`src/rtl/ras_pkg.sv`:
```
// Shared types and defaults for the return-address stack controller.
package ras_pkg;

    localparam int unsigned RAS_DEPTH_DEFAULT = 8;
    localparam int unsigned RAS_AW_DEFAULT    = 32;

    typedef enum logic [1:0] {
        RAS_NONE,
        RAS_PUSH,
        RAS_POP,
        RAS_REPL
    } ras_op_e;

    // Push+pop on an empty stack has nothing to replace, so it degrades to a plain push.
    function automatic ras_op_e ras_decode(input logic push, input logic pop, input logic empty);
        ras_op_e op;
        op = RAS_NONE;
        if (push && pop) begin
            op = empty ? RAS_PUSH : RAS_REPL;
        end else if (push) begin
            op = RAS_PUSH;
        end else if (pop) begin
            op = RAS_POP;
        end
        return op;
    endfunction

endpackage

```
`src/rtl/ras_perf_cnt.sv`:
```
// Push and underflow event counters for the return-address stack; cleared only by rst.
module ras_perf_cnt (
    input  logic        clk,
    input  logic        rst,
    input  logic        push_evt_i,
    input  logic        underflow_evt_i,
    output logic [31:0] push_cnt_o,
    output logic [31:0] underflow_cnt_o
);

    logic [31:0] push_cnt_q, push_cnt_d;
    logic [31:0] underflow_cnt_q, underflow_cnt_d;

    always_comb begin
        push_cnt_d      = push_cnt_q + (push_evt_i ? 32'd1 : 32'd0);
        underflow_cnt_d = underflow_cnt_q + (underflow_evt_i ? 32'd1 : 32'd0);
    end

    always_ff @(posedge clk) begin
        if (rst) begin
            push_cnt_q      <= '0;
            underflow_cnt_q <= '0;
        end else begin
            push_cnt_q      <= push_cnt_d;
            underflow_cnt_q <= underflow_cnt_d;
        end
    end

    assign push_cnt_o      = push_cnt_q;
    assign underflow_cnt_o = underflow_cnt_q;

endmodule

```
`src/rtl/ras_ctrl.sv`:
```
// Circular return-address stack for decode-stage return prediction.
// Optional performance counters are built when RAS_PERF_EN is defined.
module ras_ctrl
    import ras_pkg::*;
#(
    parameter int unsigned DEPTH = RAS_DEPTH_DEFAULT,
    parameter int unsigned AW    = RAS_AW_DEFAULT
) (
    input  logic                     clk,
    input  logic                     rst,
    input  logic                     stall_i,
    input  logic                     flush_i,
    input  logic                     push_i,
    input  logic [AW-1:0]            push_addr_i,
    input  logic                     pop_i,
    output logic                     top_valid_o,
    output logic [AW-1:0]            top_addr_o,
    output logic [$clog2(DEPTH):0]   count_o,
    output logic                     overflow_o,
    output logic [31:0]              push_cnt_o,
    output logic [31:0]              underflow_cnt_o
);

    localparam int unsigned PW = $clog2(DEPTH);
    localparam int unsigned CW = PW + 1;

    logic [AW-1:0] mem_q [DEPTH];
    logic [PW-1:0] tos_q, tos_d, tos_inc, wr_ptr;
    logic [CW-1:0] count_q, count_d;
    logic          overflow_q, overflow_d;
    logic          wr_en;
    logic          empty, full;
    ras_op_e       op;

    assign empty   = (count_q == '0);
    assign full    = (count_q == CW'(DEPTH));
    assign tos_inc = tos_q + PW'(1);
    assign op      = ras_decode(push_i, pop_i, empty);

    always_comb begin
        tos_d      = tos_q;
        count_d    = count_q;
        overflow_d = 1'b0;
        wr_en      = 1'b0;
        wr_ptr     = tos_inc;
        if (flush_i) begin
            tos_d   = '0;
            count_d = '0;
        end else if (!stall_i) begin
            case (op)
                RAS_REPL: begin
                    wr_en  = 1'b1;
                    wr_ptr = tos_q;
                end
                RAS_PUSH: begin
                    // When full, the slot above tos holds the oldest entry and is overwritten.
                    tos_d = tos_inc;
                    wr_en = 1'b1;
                    if (full) begin
                        overflow_d = 1'b1;
                    end else begin
                        count_d = count_q + CW'(1);
                    end
                end
                RAS_POP: begin
                    if (!empty) begin
                        tos_d   = tos_q - PW'(1);
                        count_d = count_q - CW'(1);
                    end
                end
                default: ;
            endcase
        end
    end

    always_ff @(posedge clk) begin
        if (rst) begin
            tos_q      <= '0;
            count_q    <= '0;
            overflow_q <= 1'b0;
            for (int i = 0; i < DEPTH; i++) begin
                mem_q[i] <= '0;
            end
        end else begin
            tos_q      <= tos_d;
            count_q    <= count_d;
            overflow_q <= overflow_d;
            if (wr_en) begin
                mem_q[wr_ptr] <= push_addr_i;
            end
        end
    end

    assign top_addr_o  = mem_q[tos_q];
    assign top_valid_o = !empty;
    assign count_o     = count_q;
    assign overflow_o  = overflow_q;

`ifdef RAS_PERF_EN
    logic push_evt, underflow_evt;

    assign push_evt      = !flush_i && !stall_i && push_i;
    assign underflow_evt = !flush_i && !stall_i && (op == RAS_POP) && empty;

    ras_perf_cnt u_perf_cnt (
        .clk             (clk),
        .rst             (rst),
        .push_evt_i      (push_evt),
        .underflow_evt_i (underflow_evt),
        .push_cnt_o      (push_cnt_o),
        .underflow_cnt_o (underflow_cnt_o)
    );
`else
    assign push_cnt_o      = '0;
    assign underflow_cnt_o = '0;
`endif

endmodule

```
`config.mk`:
```
export PLATFORM = sky130hd
export DESIGN_NAME = ras_ctrl
export DESIGN_NICKNAME = d
export VERILOG_FILES = /design/src/rtl/ras_pkg.sv /design/src/rtl/ras_perf_cnt.sv /design/src/rtl/ras_ctrl.sv
export SDC_FILE = /design/constraint.sdc
export NUM_CORES = 1
export LEC_CHECK = 0
export ABC_AREA = 1
export BUFFER_PORTS_ARGS = -buffer_cell sky130_fd_sc_hd__clkbuf_2
export CORE_MARGIN = 2
export CORE_UTILIZATION = 45
export CTS_CLUSTER_DIAMETER = 40
export CTS_CLUSTER_SIZE = 28
export DETAILED_ROUTE_END_ITERATION = 7
export GPL_ROUTABILITY_DRIVEN = 0
export PLACE_DENSITY = 0.68
export SLEW_MARGIN = 5
export SYNTH_ARGS = -nofsm -noshare
export SYNTH_HDL_FRONTEND = slang
export SYNTH_HIERARCHICAL = 1
export SYNTH_SLANG_ARGS = --single-unit
```
`constraint.sdc`:
```
create_clock -name clk -period 14.4 [get_ports clk]
set_input_delay 2.88 -clock clk [delete_from_list [all_inputs] [get_ports clk]]
set_output_delay 2.88 -clock clk [all_outputs]
set_load 0.03 [all_outputs]
```
=== After elaboration in Yosys (flattened, before gate mapping) ===
Memories as Yosys holds them, arrays and structs flattened. A register that Yosys moved wholly into a read port is not among the register bits.
Index checks and enable logic that the tools add are counted.

* Muxes and demuxes: 26
* Add/sub/neg operators: 4
* Bitwise operators: 2
* Reduce and logical (&&, ||, !) cells: 10
* Equal/unequal tests: 6

{| class="wikitable"
|+ Operators by type and width
! cell !! count
|-
| 32-bit two-way mux || 1
|-
| 32-bit OR reduction || 1
|-
| 3-bit two-way mux || 7
|-
| 1-bit two-way mux || 10
|-
| 2-bit two-way mux || 4
|-
| 4-bit two-way mux || 2
|-
| 4-bit case mux with 2 select lines || 1
|-
| 3-bit case mux with 2 select lines || 1
|-
| 4-bit by 1-bit adder with 4-bit output, second input constant || 1
|-
| 2-bit == test, second input constant || 2
|-
| 4-bit == test, second input constant || 1
|-
| 4-bit logical NOT || 1
|-
| 2-bit inequality test, second input constant || 2
|-
| 4-bit AND reduction || 1
|-
| 2-bit OR reduction || 2
|-
| 4-bit OR reduction || 1
|-
| 4-bit by 1-bit subtractor with 4-bit output, second input constant || 1
|-
| 3-bit by 1-bit adder with 3-bit output, second input constant || 1
|-
| 3-bit AND reduction || 1
|-
| 3-bit by 1-bit subtractor with 3-bit output, second input constant || 1
|-
| 2-bit by 1-bit == test with 1-bit output, second input constant || 1
|-
| 1-bit inverter || 2
|-
| 2-bit nonzero test || 1
|-
| 1-bit logical AND || 1
|-
| 1-bit logical NOT || 1
|}

* Logic and storage cells: 52
* Bits of input ports: 38
* Output and inout bits: 102
* Memories kept: 1
* Memory bits (writable): 256
* Flip-flop bits (word level): 8

{| class="wikitable"
|+ Memory list
! name !! depth !! width !! read ports !! clocked after memory_dff !! wr ports !! RTL line !! text
|-
| mem_q || 8 || 32 || 1 || 1 || 8 || ras_ctrl.sv:27 || <nowiki>logic [AW-1:0] mem_q [DEPTH];</nowiki>
|}

=== Longest topological paths before layout ===
* Depth after elaboration: 13
* Mapped depth: 11
* Mapped depth without buffers: 11

=== Least setup slack after synthesis ===
OpenSTA, ideal clock, no wires.

* Kind: input -> register
* Start point: input port pop_i
* End point: memory mem_q[3][0] (netlist name) (enable)
* Stages: 9
* Data arrival time: 6.065 ns
* Setup slack: 7.870 ns
* Path buffers: 2
* Required time: 13.934 ns
* Library setup time: 0.466 ns
* Cell sequence: buf_2 > nand2_1 > inv_1 > nand3_1 > nand3_2 > nand2_1 > nand3_2 > clkbuf_1 > o21ai_0

{| class="wikitable"
|+ RTL lines
! what !! RTL line !! text
|-
| start: declaration || ras_ctrl.sv:15 || <nowiki>input logic pop_i,</nowiki>
|-
| end: declaration || ras_ctrl.sv:27 ||
|}

==> run metrics <==
run status=finished, final reports clean; Pwr Density=126 mW/mm2; area share of the largest cell type after synthesis=0.559; Detail Route Antenna Nets=0; fmax=0.159 GHz; CTS Hold Buffers Added=0; initial antenna violation count=0; largest family of logic cells by synthesized area=simple AND/OR/NAND/NOR gates; clock transition at the registers of the reported paths=0.06 ns; via count=9,383; Synth Area in XOR/XNOR=0.00255; Critical Path Start Type=register; Worst Skew=0.0147 ns; final hold violation count=0; Synth Warn #=6; gr ovfl total=0; CP Max Fanout=72; CTS resizes=0; Setup TNS=0 ns; max incr delay on CP=0.76 ns; die extent in x=179 um; share of cells above drive strength 1=0.253; vias in the first global route=9,189; TritonCTS clock tree=yes; CP Class=reg2out; Port-buffer cells=75; adder-cell share of the synthesized area=0.00510; Max Slew Vio Count=0; number of synthesized flops with an enable pin=256; Site Rows=64; initial DRC count=877; commonest non-fill, non-tap cells in the layout=edfxtp_1 (256), nor2_1 (203), nor3_2 (160); CTS Buf Count=31; Slowest-stage cell, CP=buf_4; Final setup viols=0; DRT Pass-1 Iters=5; Post-CTS Setup Bufs=0; post-synthesis register bit count=267; final period utilization=0.437; Avg Inst Size Synth=10.9 um2; H-tree depth=1; Post-Synth Simple-Gate Area=0.254; worst reg2reg path startpoint=count_o[1]; nets=1,322; Most used DFF post-synth=edfxtp_1; CTS Sinks=267; multiplexer share of the synthesized area=0; Async SR Flop Fraction=0; Layout area overhead=10.5%; crit-path cells=inv_4 > buf_4 > nor2_1 > o32ai_1 > nand2_1 > nand2_1 > clkbuf_2; Clock Path Buffers=3; worst endpoint required time=11.52 ns; Largest delay share family, worst path=buffers and inverters; Avg WL per Cell=19.0 um; Initial Utilization=0.453; most used cell, CP=nand2_1; fin crit period=6.30 ns; Post-Syn Area=0.0138 mm2; clock latency on the worst-skew pair=0.56 ns; sequential share of the synthesized area=0.575; # fillers=2,728; crit path DAT=3.42 ns; Peak VDD IR=95.8 uV; Buf+Inv Stages, Crit Path=3; hold_ws=0.522 ns; Core Region=0.0303 mm2; Slew @ Worst Pin=1.14 ns; Reg2Reg Depth=9; GR Util All Layers=0.204; max_slew headroom=0.241; Leak=5.19 nW; total wire length=32,300 um; Max Cap Viol=0; Die Area=0.0320 mm2; RSZ-0062 raised after global routing=no; worst hold start=count_o[0]; commonest non-fill, non-tap cell in the layout=edfxtp_1; synth unique cells=28; Ports=140; ANT cells=0; WHS Path Cells=2; die height=179 um; largest net degree at the start of global routing=79; Hold Path Class=reg2reg; Synth area leaders=edfxtp_1 (56%), nor3_2 (12%), nor2_1 (5.5%); drt drc=0; cell type with the largest total area after synthesis=edfxtp_1; Levels on crit path=7; Synth Area in Compound Gates=0.0702; crit end category=primary output; Post-DP HPWL=18,300 um; global-route wire length before repair=51,100 um; clock root cell=clkbuf_16; via density per instance=5.52; Post-Synthesis Cells=1,259
## final timing paths
check                        end  slack, ns
setup / recovery  top_addr_o[11]       8.10
hold / removal        count_o[0]       0.52
setup reg to reg    mem_q[7][24]      10.59
hold reg to reg       count_o[0]       0.52
## through the flow
step | area (um2) | instances | power (W) | utilization | setup slack [ns]
after floorplan | 14000 | 1322 | 0.00105 | - | 7.87
after global placement | 14100 | 1641 | 0.00108 | 0.463 | 8.04
after detailed placement | 14100 | 1641 | 0.00109 | 0.463 | 7.92
after CTS | 15200 | 1699 | 0.00192 | 0.500 | 8.09
after global routing | 15200 | 1700 | 0.00197 | 0.501 | 7.88
final | 15200 | 1700 | 0.00191 | 0.501 | 8.10
## registers in the layout, summed over array words and instances, names as in the netlist, named ones only
register	flops
count_o	4
mem_q	256
overflow_o	1
tos_q	3
## where the power goes
| group | leakage, nW | internal (W) | switching [W] |
|---|---|---|---|
| Clock | 0.543 | 0.000485 | 0.000354 |
| Sequential | 2.72 | 0.000877 | 0.0000119 |
| Combinational | 1.93 | 0.0000366 | 0.000144 |
## worst register-to-register path: stages, from the launching register on
cell and delay, ns:
dfxtp_1 0.36, nor2_1 0.15, nand3_1 0.17, nand3_2 0.15, nand2_1 0.10, nand3_4 0.06
buf_4 0.83, buf_4 0.97, o21ai_4 0.38, buf_4 0.35
## metal layers
| metal | wire [um] | GRT usage | vias to the layer above |
|---|---|---|---|
| met4 | 460 | 0.0471 | 0 |
| met2 | 15700 | 0.338 | 344 |
| met5 | 0 | 0 | - |
| li1 | - | - | 4392 |
| met1 | 14300 | 0.286 | 4608 |
| met3 | 1850 | 0.0267 | 39 |
## final cells by class
cell class,count,area (um2),area share
clock buffer,32,779,0.0513
clock inverter,26,337,0.0222
inverter,52,198,0.0130
multi-input combinational,833,4940,0.325
sequential,267,7920,0.521
tap,396,495,0.0326
timing repair buffer,94,531,0.0349
## synth_stat cells, drive strengths merged (4+ instances only)
cell      n
o21ai    76
a21oi     5
ha        4
clkinv   32
dfxtp    11
nor3    257
buf     117
nand2   135
clkbuf   53
edfxtp  256
inv      20
o32ai    64
nand3    16
nor2    203
## kinds of logic after synthesis
family / Yosys count
flip-flops: 267
buffers and inverters: 222
AND/OR/NAND/NOR: 615
adder cells (fa/ha/maj): 5
XOR/XNOR: 4
AO/OA/AOI/OAI: 145
other: 1
(Power assumes the default switching activity.)
